<file path="src/rtl/io_pkg.sv">
// Shared definitions for the board I/O MMIO bridge:
// register offsets, STATUS bit positions, FSM states.
package io_pkg;

    localparam logic [3:0] OFF_LED    = 4'h0;
    localparam logic [3:0] OFF_DPLY   = 4'h4;
    localparam logic [3:0] OFF_SWITCH = 4'h8;
    localparam logic [3:0] OFF_STATUS = 4'hC;

    localparam int ST_CHG    = 0;
    localparam int ST_IRQ_EN = 8;

    typedef enum logic [1:0] {
        S_IDLE   = 2'd0,
        S_ACCESS = 2'd1,
        S_RESP   = 2'd2
    } state_t;

    function automatic logic [31:0] apply_strb(
        input logic [31:0] old_v,
        input logic [31:0] new_v,
        input logic [3:0]  strb
    );
        logic [31:0] r;
        r = old_v;
        for (int i = 0; i < 4; i++) begin
            if (strb[i]) r[8*i +: 8] = new_v[8*i +: 8];
        end
        return r;
    endfunction

endpackage

</file>
<file path="src/rtl/io_mmio_bridge_switch_debounce.sv">
// Switch debouncer: 2-flop synchronizer plus stability counter.
// The change pulse port exists only when IO_SWITCH_IRQ_EN is defined.
module switch_debounce #(
    parameter int WIDTH           = 12,
    parameter int DEBOUNCE_CYCLES = 16
) (
    input  logic             i_clk,
    input  logic             i_rstn,
    input  logic [WIDTH-1:0] i_raw,
`ifdef IO_SWITCH_IRQ_EN
    output logic             o_chg,
`endif
    output logic [WIDTH-1:0] o_val
);

    localparam logic [15:0] CMAX = 16'(DEBOUNCE_CYCLES);

    logic [WIDTH-1:0] s1, s2, cand;
    logic [15:0]      cnt;
    logic             accept;

    assign accept = (cnt == CMAX) && (cand != o_val);

    always_ff @(posedge i_clk) begin
        if (!i_rstn) begin
            s1    <= '0;
            s2    <= '0;
            cand  <= '0;
            cnt   <= '0;
            o_val <= '0;
        end else begin
            s1 <= i_raw;
            s2 <= s1;
            // any movement of the synchronized input restarts the count
            if (s2 != cand) begin
                cand <= s2;
                cnt  <= '0;
            end else if (cnt != CMAX) begin
                cnt <= cnt + 16'd1;
            end
            if (accept) o_val <= cand;
        end
    end

`ifdef IO_SWITCH_IRQ_EN
    always_ff @(posedge i_clk) begin
        if (!i_rstn) o_chg <= 1'b0;
        else         o_chg <= accept;
    end
`endif

endmodule

</file>
<file path="src/rtl/io_mmio_bridge.sv">
// MMIO bridge to LEDs, display word and debounced switches.
// Define IO_SWITCH_IRQ_EN to enable the switch-change interrupt.
module io_mmio_bridge #(
    parameter logic [31:0] BASE_ADDR       = 32'h1000_0000,
    parameter int          DEBOUNCE_CYCLES = 16
) (
    input  logic        i_clk,
    input  logic        i_rstn,
    input  logic        i_req_valid,
    output logic        o_req_ready,
    input  logic        i_req_we,
    input  logic [31:0] i_req_addr,
    input  logic [31:0] i_req_wdata,
    input  logic [3:0]  i_req_wstrb,
    output logic        o_rsp_valid,
    input  logic        i_rsp_ready,
    output logic [31:0] o_rsp_rdata,
    output logic        o_rsp_err,
    output logic [31:0] o_led,
    output logic [31:0] o_dply,
    input  logic [11:0] i_switch,
    output logic        o_irq
);
    import io_pkg::*;

    state_t      state_q, state_d;
    logic        q_we;
    logic [31:0] q_addr, q_wdata;
    logic [3:0]  q_wstrb;
    logic [11:0] sw_val;
    logic [31:0] off, rd, status_rd;
    logic        in_win, misal, acc_err, do_wr;
    logic        sel_led, sel_dply, sel_sw, sel_st;

    always_ff @(posedge i_clk) begin
        if (!i_rstn) state_q <= S_IDLE;
        else         state_q <= state_d;
    end

    always_comb begin
        state_d = state_q;
        unique case (state_q)
            S_IDLE:   if (i_req_valid) state_d = S_ACCESS;
            S_ACCESS: state_d = S_RESP;
            S_RESP:   if (i_rsp_ready) state_d = S_IDLE;
            default:  state_d = S_IDLE;
        endcase
    end

    assign o_req_ready = i_rstn && (state_q == S_IDLE);
    assign o_rsp_valid = (state_q == S_RESP);

    always_ff @(posedge i_clk) begin
        if (!i_rstn) begin
            q_we    <= 1'b0;
            q_addr  <= '0;
            q_wdata <= '0;
            q_wstrb <= '0;
        end else if (state_q == S_IDLE && i_req_valid) begin
            q_we    <= i_req_we;
            q_addr  <= i_req_addr;
            q_wdata <= i_req_wdata;
            q_wstrb <= i_req_wstrb;
        end
    end

    assign off      = q_addr - BASE_ADDR;
    assign in_win   = (q_addr >= BASE_ADDR) && (off < 32'd16);
    assign misal    = (q_addr[1:0] != 2'b00);
    assign sel_led  = in_win && (off[3:0] == OFF_LED);
    assign sel_dply = in_win && (off[3:0] == OFF_DPLY);
    assign sel_sw   = in_win && (off[3:0] == OFF_SWITCH);
    assign sel_st   = in_win && (off[3:0] == OFF_STATUS);
    assign acc_err  = !in_win || misal || (q_we && sel_sw);
    assign do_wr    = (state_q == S_ACCESS) && q_we && !acc_err;

    always_comb begin
        rd = '0;
        unique case (1'b1)
            sel_led:  rd = o_led;
            sel_dply: rd = o_dply;
            sel_sw:   rd = {20'b0, sw_val};
            sel_st:   rd = status_rd;
            default:  rd = '0;
        endcase
    end

    always_ff @(posedge i_clk) begin
        if (!i_rstn) begin
            o_led       <= '0;
            o_dply      <= '0;
            o_rsp_rdata <= '0;
            o_rsp_err   <= 1'b0;
        end else begin
            if (do_wr && sel_led)  o_led  <= apply_strb(o_led, q_wdata, q_wstrb);
            if (do_wr && sel_dply) o_dply <= apply_strb(o_dply, q_wdata, q_wstrb);
            if (state_q == S_ACCESS) begin
                o_rsp_err   <= acc_err;
                o_rsp_rdata <= (q_we || acc_err) ? 32'd0 : rd;
            end
        end
    end

`ifdef IO_SWITCH_IRQ_EN
    logic sw_chg, chg_q, chg_d, irq_en_q, irq_en_d, irq_q;

    // a change pulse beats a simultaneous W1C
    always_comb begin
        chg_d    = chg_q;
        irq_en_d = irq_en_q;
        if (do_wr && sel_st) begin
            if (q_wstrb[0] && q_wdata[ST_CHG]) chg_d = 1'b0;
            if (q_wstrb[1]) irq_en_d = q_wdata[ST_IRQ_EN];
        end
        if (sw_chg) chg_d = 1'b1;
    end

    always_ff @(posedge i_clk) begin
        if (!i_rstn) begin
            chg_q    <= 1'b0;
            irq_en_q <= 1'b0;
            irq_q    <= 1'b0;
        end else begin
            chg_q    <= chg_d;
            irq_en_q <= irq_en_d;
            irq_q    <= chg_d && irq_en_d;
        end
    end

    always_comb begin
        status_rd            = '0;
        status_rd[ST_CHG]    = chg_q;
        status_rd[ST_IRQ_EN] = irq_en_q;
    end

    assign o_irq = irq_q;
`else
    assign status_rd = '0;
    assign o_irq     = 1'b0;
`endif

    switch_debounce #(
        .WIDTH          (12),
        .DEBOUNCE_CYCLES(DEBOUNCE_CYCLES)
    ) u_deb (
        .i_clk (i_clk),
        .i_rstn(i_rstn),
        .i_raw (i_switch),
`ifdef IO_SWITCH_IRQ_EN
        .o_chg (sw_chg),
`endif
        .o_val (sw_val)
    );

endmodule

</file>
<file path="config.mk">
export PLATFORM = sky130hd
export DESIGN_NAME = io_mmio_bridge
export DESIGN_NICKNAME = d
export VERILOG_FILES = /design/src/rtl/io_pkg.sv /design/src/rtl/io_mmio_bridge_switch_debounce.sv /design/src/rtl/io_mmio_bridge.sv
export SDC_FILE = /design/constraint.sdc
export NUM_CORES = 1
export LEC_CHECK = 0
export CAP_MARGIN = 5
export CORE_ASPECT_RATIO = 0.8
export CORE_UTILIZATION = 56
export DETAILED_ROUTE_END_ITERATION = 8
export PLACE_DENSITY_LB_ADDON = 0.1
export SETUP_SLACK_MARGIN = 0.05
export SLEW_MARGIN = 15
export SYNTH_ARGS = -nofsm -noshare
export SYNTH_HDL_FRONTEND = slang
export SYNTH_SLANG_ARGS = --single-unit
</file>
<file path="constraint.sdc">
create_clock -name i_clk -period 3.1 [get_ports i_clk]
set_input_delay 0.62 -clock i_clk [delete_from_list [all_inputs] [get_ports i_clk]]
set_output_delay 0.62 -clock i_clk [all_outputs]
set_load 0.03 [all_outputs]
</file>
==> results of run 1 <==
-- synthesized netlist by cell type --
master / count / share of area [%]
o21ai_1: 20 / 1.1
and2b_1: 1 / 0.080
buf_2: 7 / 0.37
nand4_1: 9 / 0.60
a311oi_1: 1 / 0.093
nor2b_1: 2 / 0.13
and2_1: 37 / 2.5
inv_1: 8 / 0.32
buf_4: 2 / 0.16
or2_2: 1 / 0.066
or3b_2: 1 / 0.093
and4_1: 1 / 0.093
mux2i_1: 97 / 10
nor4_1: 13 / 0.86
ha_1: 2 / 0.27
conb_1: 1 / 0.040
or4_1: 1 / 0.080
nand3_1: 13 / 0.69
nand4_4: 2 / 0.45
nor3_4: 8 / 1.4
nor4bb_1: 1 / 0.11
nand2_1: 282 / 11
and3_1: 1 / 0.066
nor2_1: 36 / 1.4
buf_1: 11 / 0.44
xor2_1: 13 / 1.2
nor4b_4: 2 / 0.51
nor3_1: 7 / 0.37
inv_2: 1 / 0.040
a31o_2: 1 / 0.093
nand2b_1: 2 / 0.13
dfxtp_1: 232 / 49
nor4b_1: 2 / 0.19
xnor2_1: 24 / 2.2
o311ai_0: 12 / 1.1
a41oi_1: 24 / 2.2
clkbuf_1: 50 / 2.0
a21oi_1: 84 / 4.5
a2111o_1: 1 / 0.12
o21ai_0: 13 / 0.69
nor4_2: 1 / 0.13
nor4_4: 5 / 1.1
o2111ai_1: 12 / 1.1
-- metal layers --
metal / wire [um] / share of wire, % / up-vias
li1: - / - / 3904
met1: 10800 / 47 / 3644
met2: 10100 / 44 / 284
met3: 1600 / 7.0 / 44
met4: 516 / 2.2 / 0
met5: 0 / 0 / -
-- how the worst min path moves through the flow --
stage	endpoint	slack, ns	cells after the start
global route	u_deb.s2[4]	0.45	1
floorplan	u_deb.s2[0]	0.41	1
global placement	u_deb.s2[11]	0.42	1
finish	u_deb.s2[3]	0.43	1
CTS	u_deb.s2[1]	0.43	1
detailed placement	u_deb.s2[1]	0.42	1
-- where the power goes --
part	total (W)	switching, W	internal [W]
clock network	0.00261	0.00112	0.00150
registers	0.00313	0.0000708	0.00306
logic	0.000497	0.000276	0.000221
-- layout make-up --
cell class | count | area [um^2]
multi-input combinational | 733 | 4460
sequential | 232 | 4650
fill | 1294 | 4400
tap | 220 | 275
timing repair buffer | 200 | 1980
clock buffer | 30 | 622
inverter | 9 | 33.8
clock inverter | 10 | 81.3
-- flip-flops by register name (all words and copies together), names as in the netlist, 16 cells and up --
signal,cells
o_dply,32
u_deb.cnt,16
o_led,32
q_wdata,32
q_addr,32
o_rsp_rdata,32
-- worst max-delay path, delay by kind of cell, from the launching register on --
kind                   cells  cell delay [ns]
and+or+nand+nor            1             0.21
buffers and inverters      1             0.70
DFF                        1             0.47
-- per-stage QoR --
stage          util [%]  worst slack, ns  total power [W]  hold slack (ns)  instances
2_1_floorplan         -            0.811          0.00348            0.412       1044
3_3_place_gp       69.1            0.644          0.00368            0.418       1394
3_5_place_dp       69.1            0.549          0.00369            0.418       1394
4_1_cts            73.3            0.606          0.00627            0.432       1434
5_1_grt            73.3            0.530          0.00645            0.446       1434
6_report           73.3            0.604          0.00624            0.431       1434
-- kinds of logic after synthesis --
logic type | after synthesis | share of synthesized area (%)
AOI/OAI and AO/OA | 168 | 11.0
buffers and inverters | 79 | 3.32
and+or+nand+nor | 428 | 22.3
other | 1 | 0.0398
xor gates and xnor gates | 37 | 3.44
DFF | 232 | 49.3
muxes | 97 | 10.3
adders and majority gates | 2 | 0.266
==> impl_metrics.yaml, run 1 <==
sta:
  worst_pin_slew_ns: 0.794
  slew_violations: 0
  clock_skew_ns: 0.0129
  rsz0062_at_grt: "no"
  setup_tns_ns: 0
  min_period_ns: 2.50
  fin_crit_sh_pct: 80.5
  finalSetupViolations: 0
  hold_viol_final: 0
  relSlewSlack_pct: 47.0
  max_clock_freq_ghz: 0.401
hold_path:
  min-delay-start: "u_deb.s1[3]"
  hp-class: "flop to flop"
global_routing:
  met1_usage_pct: 38.3
  antenna_found_initial: 0
  grt_max_degree: 133
  grt_pass1_wl_um: 37300
  grt_pass1_vias: 7352
  busiest_layer: "met2"
  gr-usage-met3_pct: 4.03
  use_met2_pct: 40.9
  grt_use_total_pct: 26.6
  grt-ovfl-total: 0
setup_path:
  r2r_slack_ns: 0.75
  slowest_stage: "clkdlybuf4s50_1"
  reg2regPathDepth: 4
  path_class: "flop to output port"
  crit_path_max_fanout: 6
  timing.rr.start: "q_addr[23]"
  worstPathRequired_ns: 2.48
  critical_path_arrival_ns: 1.88
  endpoint_kind: "output port"
  critPathLaunchType: "flop"
  crit_path_cell_trace: "nor2b_1, clkdlybuf4s50_1"
  endpoint: "o_rsp_valid"
  crit_start: "state_q[1]"
  max_stage_delay_ns: 0.70
  r2r-end: "o_rsp_rdata[18]"
placement:
  port_buffers: 183
  place_hpwl_um: 15400
  placed_cell_area_um2: 11400
  gp_congestion: 0.824
synth:
  synth_cell_types: 43
  syn_avg_cell_area_um2: 9.02
  synth_nets: 1131
  ys_seq_area_share_pct: 49.3
  ys_ff_latch: 232
  syn-instance-count: 1044
  yosysWarningCount: 0
  syn-cell-area_um2: 9420
final_layout:
  syn2layout_area_growth_pct: 28.5
  final_area_um2: 12100
  drive_above_1_share_pct: 6.59
  final_nets: 1286
  n_antenna_cell: 0
  layout_common_cells: "nand2_1, dfxtp_1, clkdlybuf4s50_1"
  layout_commonest_cell: "nand2_1"
status:
  outcome: "finished clean"
cts:
  cts.sinks: 232
  cts_resized: 0
  cts_setup_buffers: 0
  worst_skew_pair.late_latency_ns: 0.51
  root_buffer: "clkbuf_16"
  cts_hold_buf: 0
  cts_tree: "built"
  cts_inserted_buffers: 23
  h-tree-depth: 1
  ctsLongestPathBuffers: 3
  path_clk_slew_ns: 0.06
pwr:
  p_per_area_nw_per_um2: 516
  ir_drop_mv: 0.397
  power_leakage_nw: 4.20
flow_run:
  cap_violations: 0
floorplanning:
  die_h_um: 118
  die_w_um: 147
  design.core.area_um2: 16500
  die_area_um2: 17300
  ios: 185
  rows: 42
  start_util_pct: 57.1
detailed_routing:
  wl_per_cell_um: 16.0
  dr.pass1.iters: 5
  num_vias: 7876
  antenna_left: 0
  routed_wl_um: 23000
  via_per_inst: 5.49
  drtIter0Drc: 475
  drc: 0
(Power assumes the default switching activity.)
==> inputs of run 2 (changes only) <==
--- a/config.mk
+++ b/config.mk
@@ -7,7 +7,7 @@
 export LEC_CHECK = 0
 export CAP_MARGIN = 5
 export CORE_ASPECT_RATIO = 0.8
-export CORE_UTILIZATION = 56
+export CORE_UTILIZATION = 47
 export DETAILED_ROUTE_END_ITERATION = 8
 export PLACE_DENSITY_LB_ADDON = 0.1
 export SETUP_SLACK_MARGIN = 0.05
==> constraint.sdc (replaced) <==
create_clock -name i_clk -period 2.09 [get_ports i_clk]
set_input_delay 0.418 -clock i_clk [delete_from_list [all_inputs] [get_ports i_clk]]
set_output_delay 0.418 -clock i_clk [all_outputs]
set_load 0.03 [all_outputs]
==> run 2 against run 1 <==
Effect of this change: critical path depth is the same; clock skew shrank 0.0071 ns; global-route usage shrank 3.0 points; sequential cell count is the same; cell area grew 4.1%; register-to-register slack lost 0.58 ns; first-iteration DRC count grew 9.3%; die area grew 19%; largest power group is now the clock network; highest routed layer unchanged.
==> impl_metrics.yaml, run 2 (synthesized netlist as in run 1, its figures left out) <==
cts:
  path_clk_slew_ns: 0.06
  cts_setup_buffers: 0
  cts_tree: "built"
  cts_inserted_buffers: 23
  ctsLongestPathBuffers: 3
  worst_skew_pair.late_latency_ns: 0.51
  h-tree-depth: 1
  cts.sinks: 232
  root_buffer: "clkbuf_16"
sta:
  worst_pin_slew_ns: 0.576
  hold_viol_final: 0
  fin_crit_sh_pct: 97.6
  holdWs_ns: 0.279
  setup_tns_ns: 0
  rsz0062_at_grt: "yes"
  clock_skew_ns: 0.00578
  finalSetupViolations: 0
  relSlewSlack_pct: 61.5
  slew_violations: 0
  min_period_ns: 2.04
  max_clock_freq_ghz: 0.490
setup_path:
  worstPathRequired_ns: 1.67
  endpoint_kind: "output port"
  crit_path_max_fanout: 6
  path_class: "flop to output port"
  critPathLaunchType: "flop"
  r2r_slack_ns: 0.17
  critical_path_arrival_ns: 1.62
detailed_routing:
  antenna_left: 0
  routed_wl_um: 24300
  via_per_inst: 5.29
  drtIter0Drc: 519
  num_vias: 7917
  dr.pass1.iters: 5
  wl_per_cell_um: 16.3
  drc: 0
global_routing:
  grt_pass1_vias: 7310
  antenna_found_initial: 0
  grt_pass1_wl_um: 39200
  grt-ovfl-total: 0
  grt_max_degree: 70
  grt_use_total_pct: 23.6
floorplanning:
  die_h_um: 129
  die_w_um: 160
  rows: 45
  start_util_pct: 48.8
  design.core.area_um2: 19300
  ios: 185
  die_area_um2: 20600
final_layout:
  syn2layout_area_growth_pct: 33.8
  layout_commonest_cell: "nand2_1"
  fillCellCount: 1652
  drive_above_1_share_pct: 8.97
  final_nets: 1308
  layout_common_cells: "nand2_1, dfxtp_1, clkdlybuf4s50_1"
  n_antenna_cell: 0
pwr:
  p_per_area_nw_per_um2: 802
  power_leakage_nw: 4.76
  ir_drop_mv: 0.507
  finalPower_w: 0.0101
hold_path:
  hp-class: "input pin to flop"
placement:
  place_hpwl_um: 16800
  gp_congestion: 0.838
  port_buffers: 183
flow_run:
  cap_violations: 0
status:
  outcome: "finished clean"
[run 2: changes by cell type in the layout (fill, tap and decap cells not counted), moves of 4 or more]
cell / change
clkbuf_1: -4
buf_4: +18
clkinv_2: -4
clkdlybuf4s50_1: -20
buf_12: +4
bufinv_16: +4
dlymetal6s2s_1: +18
clkbuf_8: +7
[run 2: power by group]
group / leakage [nW] / internal [W] / total [W] / switching (W)
Combinational: 2.44 / 0.000356 / 0.000777 / 0.000421
Sequential: 1.89 / 0.00454 / 0.00464 / 0.000102
Clock: 0.436 / 0.00295 / 0.00469 / 0.00173
Total: 4.76 / 0.00785 / 0.0101 / 0.00226
[run 2: final timing paths]
check,start,to,depth (start not counted)
max,state_q[1],o_rsp_valid,2
min,i_rstn,o_dply[0],3
max reg2reg,q_addr[23],o_rsp_rdata[25],5
min reg2reg,u_deb.s1[11],u_deb.s2[11],1
[run 2: layout make-up]
cell class	instances	area, um^2	area share (%)
clock buffer	33	703	5.58
multi-input combinational	733	4480	35.6
inverter	9	33.8	0.268
sequential	232	4650	36.9
tap	258	323	2.56
timing repair buffer	222	2240	17.8
clock inverter	9	174	1.38
[run 2: worst max-delay path: stages (launching register included)]
cell,delay [ns]
dfxtp_1,0.44
nor2b_1,0.27
clkdlybuf4s15_1,0.41
[run 2: stage by stage]
stage | util, % | worst slack [ns] | area [um^2] | cells
final | 65.2 | 0.0492 | 12600 | 1496
after global routing | 65.2 | 0.00792 | 12600 | 1496
after CTS | 64.9 | 0.0390 | 12500 | 1496
after detailed placement | 60.4 | 0.194 | 11700 | 1454
after global placement | 60.4 | 0.176 | 11700 | 1454
after floorplan | - | 0.205 | 9420 | 1044
[run 2: repair_timing]
| item | 4_1_cts | 5_1_grt |
|---|---|---|
| hold buffers | 0 | 0 |
| endpoints found under the setup margin | 2 | 43 |
| pin swaps | 0 | 2 |
| resized for setup | 2 | 22 |
| cloned | 0 | 0 |
[run 2: per-layer routing]
| metal | share of wire [%] | wire length, um | up-vias | global-route usage [%] |
|---|---|---|---|---|
| met3 | 7.1 | 1720 | 29 | 4.67 |
| li1 | - | - | 3939 | - |
| met2 | 42 | 10300 | 258 | 35.2 |
| met4 | 1.8 | 449 | 0 | 5.66 |
| met1 | 49 | 11900 | 3691 | 35.0 |
| met5 | 0 | 0 | - | 0 |
==> inputs of run 3 (changes only) <==
--- a/config.mk
+++ b/config.mk
@@ -5,6 +5,7 @@
 export SDC_FILE = /design/constraint.sdc
 export NUM_CORES = 1
 export LEC_CHECK = 0
+export ABC_CLOCK_PERIOD_IN_PS = 2090
 export CAP_MARGIN = 5
 export CORE_ASPECT_RATIO = 0.8
 export CORE_UTILIZATION = 47
==> results of run 3 <==
Final layout, timing and power as in run 2 (identical DEF).
